$ cat src/rtl/instr_sequencer.sv
// ----------------------------------------------------------------------------
// instr_sequencer
//   Initiator side of the processor Run/Done instruction handshake. Holds a
//   small loadable program RAM, issues each 16-bit instruction on DIN with a
//   one-cycle Run pulse, waits for Done, then advances until prog_len
//   instructions (clamped to DEPTH) have completed.
//
//   Optional feature macro: SEQ_WATCHDOG_EN
//     defined   -> per-instruction WAIT watchdog of WD_CYCLES cycles drives
//                  Timeout and forces HALT
//     undefined -> WAIT waits forever, Timeout is constant 0
//
// Ports
//   Clock, Resetn      clock (rising edge), asynchronous active-low reset
//   Start, Abort       begin program at address 0 / stop after current instr
//   wr_en/addr/data    program RAM write port (only honoured in IDLE/HALT)
//   prog_len           instruction count, 0..DEPTH (larger values clamp)
//   DIN, Run           registered instruction and issue strobe to processor
//   Done               instruction-complete from processor
//   Busy, Halted       status: ISSUE/WAIT, HALT
//   pc, icount         current/last issued address, completed count
//   Timeout            watchdog fired
// ----------------------------------------------------------------------------
module instr_sequencer #(
  parameter int unsigned ADDR_W    = 5,
  parameter int unsigned WD_CYCLES = 15
) (
  input  logic              Clock,
  input  logic              Resetn,
  input  logic              Start,
  input  logic              Abort,
  input  logic              wr_en,
  input  logic [ADDR_W-1:0] wr_addr,
  input  logic [15:0]       wr_data,
  input  logic [ADDR_W:0]   prog_len,
  output logic [15:0]       DIN,
  output logic              Run,
  input  logic              Done,
  output logic              Busy,
  output logic              Halted,
  output logic [ADDR_W-1:0] pc,
  output logic [ADDR_W:0]   icount,
  output logic              Timeout
);

  localparam int unsigned DATA_W = 16;
  localparam int unsigned DEPTH  = 2 ** ADDR_W;
  localparam int unsigned LEN_W  = ADDR_W + 1;

  typedef enum logic [1:0] {
    S_IDLE  = 2'd0,
    S_ISSUE = 2'd1,
    S_WAIT  = 2'd2,
    S_HALT  = 2'd3
  } state_t;

  state_t              state;
  logic [DATA_W-1:0]   mem [DEPTH];
  logic                abort_pend;
  logic [LEN_W-1:0]    eff_len;
  logic [LEN_W-1:0]    icount_inc;
  logic [ADDR_W-1:0]   pc_inc;
  logic                idle_like;
  logic                start_ok;

  // Clamp the requested length so pc never wraps past the last RAM word.
  assign eff_len    = (prog_len > LEN_W'(DEPTH)) ? LEN_W'(DEPTH) : prog_len;
  assign icount_inc = icount + LEN_W'(1);
  assign pc_inc     = pc + ADDR_W'(1);
  assign idle_like  = (state == S_IDLE) || (state == S_HALT);
  // Abort in IDLE/HALT takes precedence over Start.
  assign start_ok   = idle_like && Start && !Abort;

  // Program RAM: writes only while not executing. Same-edge Start reads the
  // old mem[0] because the FSM samples the array before this update lands.
  always_ff @(posedge Clock) begin
    if (idle_like && wr_en) begin
      mem[wr_addr] <= wr_data;
    end
  end

`ifdef SEQ_WATCHDOG_EN
  localparam int unsigned WC_W = $clog2(WD_CYCLES + 1);
  logic [WC_W-1:0] wait_cnt;
`else
  assign Timeout = 1'b0;
`endif

  // Sequencer FSM with registered outputs.
  always_ff @(posedge Clock or negedge Resetn) begin
    if (!Resetn) begin
      state      <= S_IDLE;
      DIN        <= '0;
      Run        <= 1'b0;
      Busy       <= 1'b0;
      Halted     <= 1'b0;
      pc         <= '0;
      icount     <= '0;
      abort_pend <= 1'b0;
`ifdef SEQ_WATCHDOG_EN
      wait_cnt   <= '0;
      Timeout    <= 1'b0;
`endif
    end else begin
      case (state)
        S_IDLE, S_HALT: begin
          if (start_ok) begin
            icount     <= '0;
            abort_pend <= 1'b0;
`ifdef SEQ_WATCHDOG_EN
            Timeout    <= 1'b0;
`endif
            if (eff_len == '0) begin
              state  <= S_HALT;
              Halted <= 1'b1;
            end else begin
              pc     <= '0;
              DIN    <= mem[0];
              Run    <= 1'b1;
              Busy   <= 1'b1;
              Halted <= 1'b0;
              state  <= S_ISSUE;
            end
          end
        end

        // Processor loads IR on this edge; Done is not looked at here.
        S_ISSUE: begin
          Run   <= 1'b0;
          state <= S_WAIT;
`ifdef SEQ_WATCHDOG_EN
          wait_cnt <= '0;
`endif
          if (Abort) begin
            abort_pend <= 1'b1;
          end
        end

        S_WAIT: begin
          if (Done) begin
            icount <= icount_inc;
            // A same-cycle Abort also counts as pending.
            if ((icount_inc == eff_len) || abort_pend || Abort) begin
              state  <= S_HALT;
              Busy   <= 1'b0;
              Halted <= 1'b1;
            end else begin
              pc    <= pc_inc;
              DIN   <= mem[pc_inc];
              Run   <= 1'b1;
              state <= S_ISSUE;
            end
          end else begin
            if (Abort) begin
              abort_pend <= 1'b1;
            end
`ifdef SEQ_WATCHDOG_EN
            // Counter holds WAIT cycles seen so far without Done.
            if (wait_cnt == WC_W'(WD_CYCLES - 1)) begin
              Timeout <= 1'b1;
              state   <= S_HALT;
              Busy    <= 1'b0;
              Halted  <= 1'b1;
            end else begin
              wait_cnt <= wait_cnt + WC_W'(1);
            end
`endif
          end
        end

        default: begin
          state <= S_IDLE;
        end
      endcase
    end
  end

endmodule
$ cat config.mk
export PLATFORM = sky130hd
export DESIGN_NAME = instr_sequencer
export DESIGN_NICKNAME = d
export VERILOG_FILES = /design/src/rtl/instr_sequencer.sv
export SDC_FILE = /design/constraint.sdc
export NUM_CORES = 1
export LEC_CHECK = 0
export CORE_MARGIN = 3
export CORE_UTILIZATION = 55
export CTS_BUF_LIST = sky130_fd_sc_hd__clkbuf_8
export DETAILED_ROUTE_END_ITERATION = 16
export PLACE_DENSITY_LB_ADDON = 0.25
export SYNTH_ARGS = -nofsm -noshare
export SYNTH_HDL_FRONTEND = slang
export SYNTH_SLANG_ARGS = --single-unit
$ cat constraint.sdc
create_clock -name Clock -period 2.7 [get_ports Clock]
set_clock_uncertainty 0.1 [all_clocks]
set_input_delay 0.54 -clock Clock [delete_from_list [all_inputs] [get_ports Clock]]
set_output_delay 0.54 -clock Clock [all_outputs]
set_load 0.05 [all_outputs]
==> flow_metrics.tcl <==
set metrics [dict create \
    ys_types 53 \
    crit_path_max_fanout 13 \
    worstReg2RegStart "pc[0]" \
    worst_hold_path_type "reg -> reg" \
    first_iter_violations 1292 \
    holdWs_ns 0.386 \
    ys_ff_latch 545 \
    diodes 0 \
    min_period_over_period_pct 102 \
    synth_top_family_by_area "multiplexers" \
    hold_violations 0 \
    synth-simple-area-share_pct 5.50 \
    first_pass_iters 11 \
    timing.setup.tns_ns -0.0415 \
    drt_wl_total_mm 51.6 \
    slew_violations 0 \
    muxShareOfSynthArea_pct 13.8 \
    numPortBuffers 62 \
    yosys_warnings 0 \
    final_antenna_net_count 0 \
    grt_pass1_wl_mm 74.1 \
    period_needed_ns 2.74 \
    grt_use_total_pct 24.5 \
    cp.arrival_ns 3.18 \
    dp.final_hpwl_mm 31.1 \
    hold_depth 1 \
    syn_area_um2 21700 \
    vias 12069 \
    crit_type "reg -> reg" \
    setup_ws_ns -0.0415 \
    syn_avg_cell_area_um2 18.2 \
    cp_cell_sequence "ha_4, buf_6, buf_12, mux4_2, mux2i_1, buf_4, a222oi_1, buf_4, a22oi_1, mux2i_1" \
    yosysSeqAreaShare_pct 74.7 \
    first_global_vias 11885 \
    grt_start_max_net_pins 34 \
    clk_pin_slew_ns 0.07 \
    rr_endpoint "DIN[2]" \
    start_kind "flop" \
    setup_viol 1 \
    dominantRegCellSynth "edfxtp_1" \
    die_w_um 205 \
    drive_gt1_share_pct 25.3 \
    combPwrFrac_pct 31.3 \
    fillers 2557 \
    dieArea_um2 41800 \
    status "complete, but fails checks" \
    gr-total-overflow 0 \
    synth-edff-count 512 \
    worst-r2r-cell-count 10 \
    async_flop_share_pct 6.06 \
    max_cap_viol_count 0 \
    p_sw_mw 7.16 \
    cts_sinks 545 \
    clock_latency_ns 0.64 \
    antenna_found_initial 3 \
    crit_buf_inv 4 \
    cts_buffers 86 \
    synth_compound_area_share_pct 3.35 \
    nets 1470 \
    worstHoldEndpoint "Run" \
    synth_xor_area_share_pct 0.491 \
    pwr-share-seq_pct 42.0 \
    required_ns 3.14 \
    viasPerCell 5.99 \
    max_stage_delay_ns 0.53 \
    max_clock_freq_ghz 0.365 \
    cp_top_family "buffers and inverters" \
    cp_slowest_cell "dfrtp_4" \
    ir_drop_mv 0.474 \
    cts_max_path_buffers 3 \
    switching_share_pct 30.8 \
    wl_per_cell_um 25.6 \
    rsz0062_at_grt "true" \
    synthCells 1189 \
    p_leak_nw 8.67 \
    cts_root_buf "clkbuf_8" \
    final_core_util_pct 67.0 \
    relSlewSlack_pct 42.1 \
    place_congestion 0.890 \
    synth_fa_ha_area_share_pct 0.289 \
    end_kind "flop" \
    die_h_um 205 \
    initial_core_util_pct 55.8 \
    htreeDepth 3 \
    tightest_slew_ns 0.868 \
    cts_tree "yes" \
    pwr-share-clk_pct 26.7 \
    power.total_mw 23.2 \
    hold_path.startpoint "Run" \
    p_per_area_nw_per_um2 893 \
    ios 64 \
    violations "setup timing" \
    area_delta_synth_final_pct 20.1 \
    core-area_um2 38800 \
    r2r_setup_slack_ns -0.04 \
    num_rows 72 \
    syn_nets 1227 \
    drcViolationCount 0 \
    p_int_mw 16.1 \
]
==> state kept, by name (all words and copies together) (netlist names) <==
signal      cells
Busy            1
abort_pend      1
pc              5
icount          6
mem           512
Halted          1
Run             1
state           2
DIN            16
==> Yosys cell counts (all sizes together) (4+ instances only) <==
cell type / count / share of area (%)
ha: 5 / 0.29
nor2b: 5 / 0.14
dfrtp: 33 / 3.8
a222oi: 16 / 0.74
mux2i: 81 / 3.7
a22oi: 32 / 1.1
clkbuf: 29 / 0.50
mux4: 96 / 10
a31oi: 6 / 0.17
edfxtp: 512 / 71
buf: 33 / 0.85
xnor2: 6 / 0.24
o21ai: 19 / 0.46
nand2: 117 / 2.0
nand3: 54 / 1.3
inv: 25 / 0.43
nor3: 4 / 0.092
nor2: 52 / 0.90
nand4: 17 / 0.49
a21oi: 7 / 0.16
==> power groups by stage <==
| stage | combinational (mW) | sequential, mW | clock [mW] |
|---|---|---|---|
| 5_1_grt | 7.65 | 9.77 | 6.71 |
| 3_3_place_gp | 6.58 | 9.91 | 0 |
| 3_5_place_dp | 6.64 | 9.92 | 0 |
| 4_1_cts | 6.67 | 9.75 | 6.33 |
| 6_report | 7.28 | 9.76 | 6.20 |
| 2_1_floorplan | 3.61 | 10.4 | 0 |
==> worst register-to-register path, delay by kind of cell (launching register included) <==
| family | cells | cell delay, ns |
|---|---|---|
| flops | 1 | 0.53 |
| buf+inv | 4 | 0.67 |
| compound gates | 2 | 0.52 |
| fa+ha+maj | 1 | 0.39 |
| mux | 3 | 0.44 |
==> layout make-up <==
type                       instances  area, um^2  area share [%]
clock buffer                      93        1280            4.92
tap                              518         648            2.49
timing repair buffer             217        2350            9.01
sequential                       545       16200            62.3
clock inverter                    60         250           0.962
multi-input combinational        557        5200            20.0
inverter                          25        93.8           0.361
==> cell families after synthesis <==
family,Yosys count
AOI/OAI and AO/OA,97
xor gates and xnor gates,9
adders and majority gates,5
buffers and inverters,87
DFF,545
muxes,179
other,1
and+or+nand+nor,266
==> worst max path at each step <==
stage | start | endpoint | slack (ns) | cells after the start
after global placement | pc[0] | DIN[2] | -0.05 | 9
after CTS | pc[0] | DIN[2] | -0.06 | 9
after detailed placement | pc[0] | DIN[2] | -0.10 | 9
final | pc[0] | DIN[2] | -0.04 | 10
after global routing | pc[0] | DIN[2] | -0.10 | 10
after floorplan | state[0] | mem[12][0] | -0.07 | 7
==> cell usage in the layout, fill, tap and decap left out, drive strengths merged, types with 33 or more instances in the layout <==
cell,n
dfrtp,33
nand3,54
nor2,52
buf,151
clkdlybuf4s50,56
inv,62
edfxtp,512
mux4,96
nand2,117
clkbuf,97
mux2i,81
==> per-stage QoR <==
| step | instance area [um^2] | worst slack [ns] | std cells |
|---|---|---|---|
| floorplan | 21700 | -0.0723 | 1189 |
| global placement | 24100 | -0.0496 | 1835 |
| detailed placement | 24100 | -0.102 | 1835 |
| CTS | 25700 | -0.0591 | 1992 |
| global route | 26000 | -0.104 | 2015 |
| finish | 26000 | -0.0415 | 2015 |
==> repair_timing <==
action	4_1_cts	5_1_grt
resized for setup	8	19
hold endpoints to repair	33	0
setup buffers	2	21
pin swaps	1	12
hold buffers	1	0
setup endpoints to repair	7	13
cloned	1	4
==> per-layer routing <==
layer / share of wire (%) / vias to the layer above / track usage [%]
met5: 0.041 / - / 0
met4: 3.3 / 4 / 8.90
met3: 8.7 / 110 / 5.61
met2: 49 / 552 / 39.8
met1: 39 / 6152 / 33.2
li1: - / 5251 / -
Power figures use the tool's default switching activity.
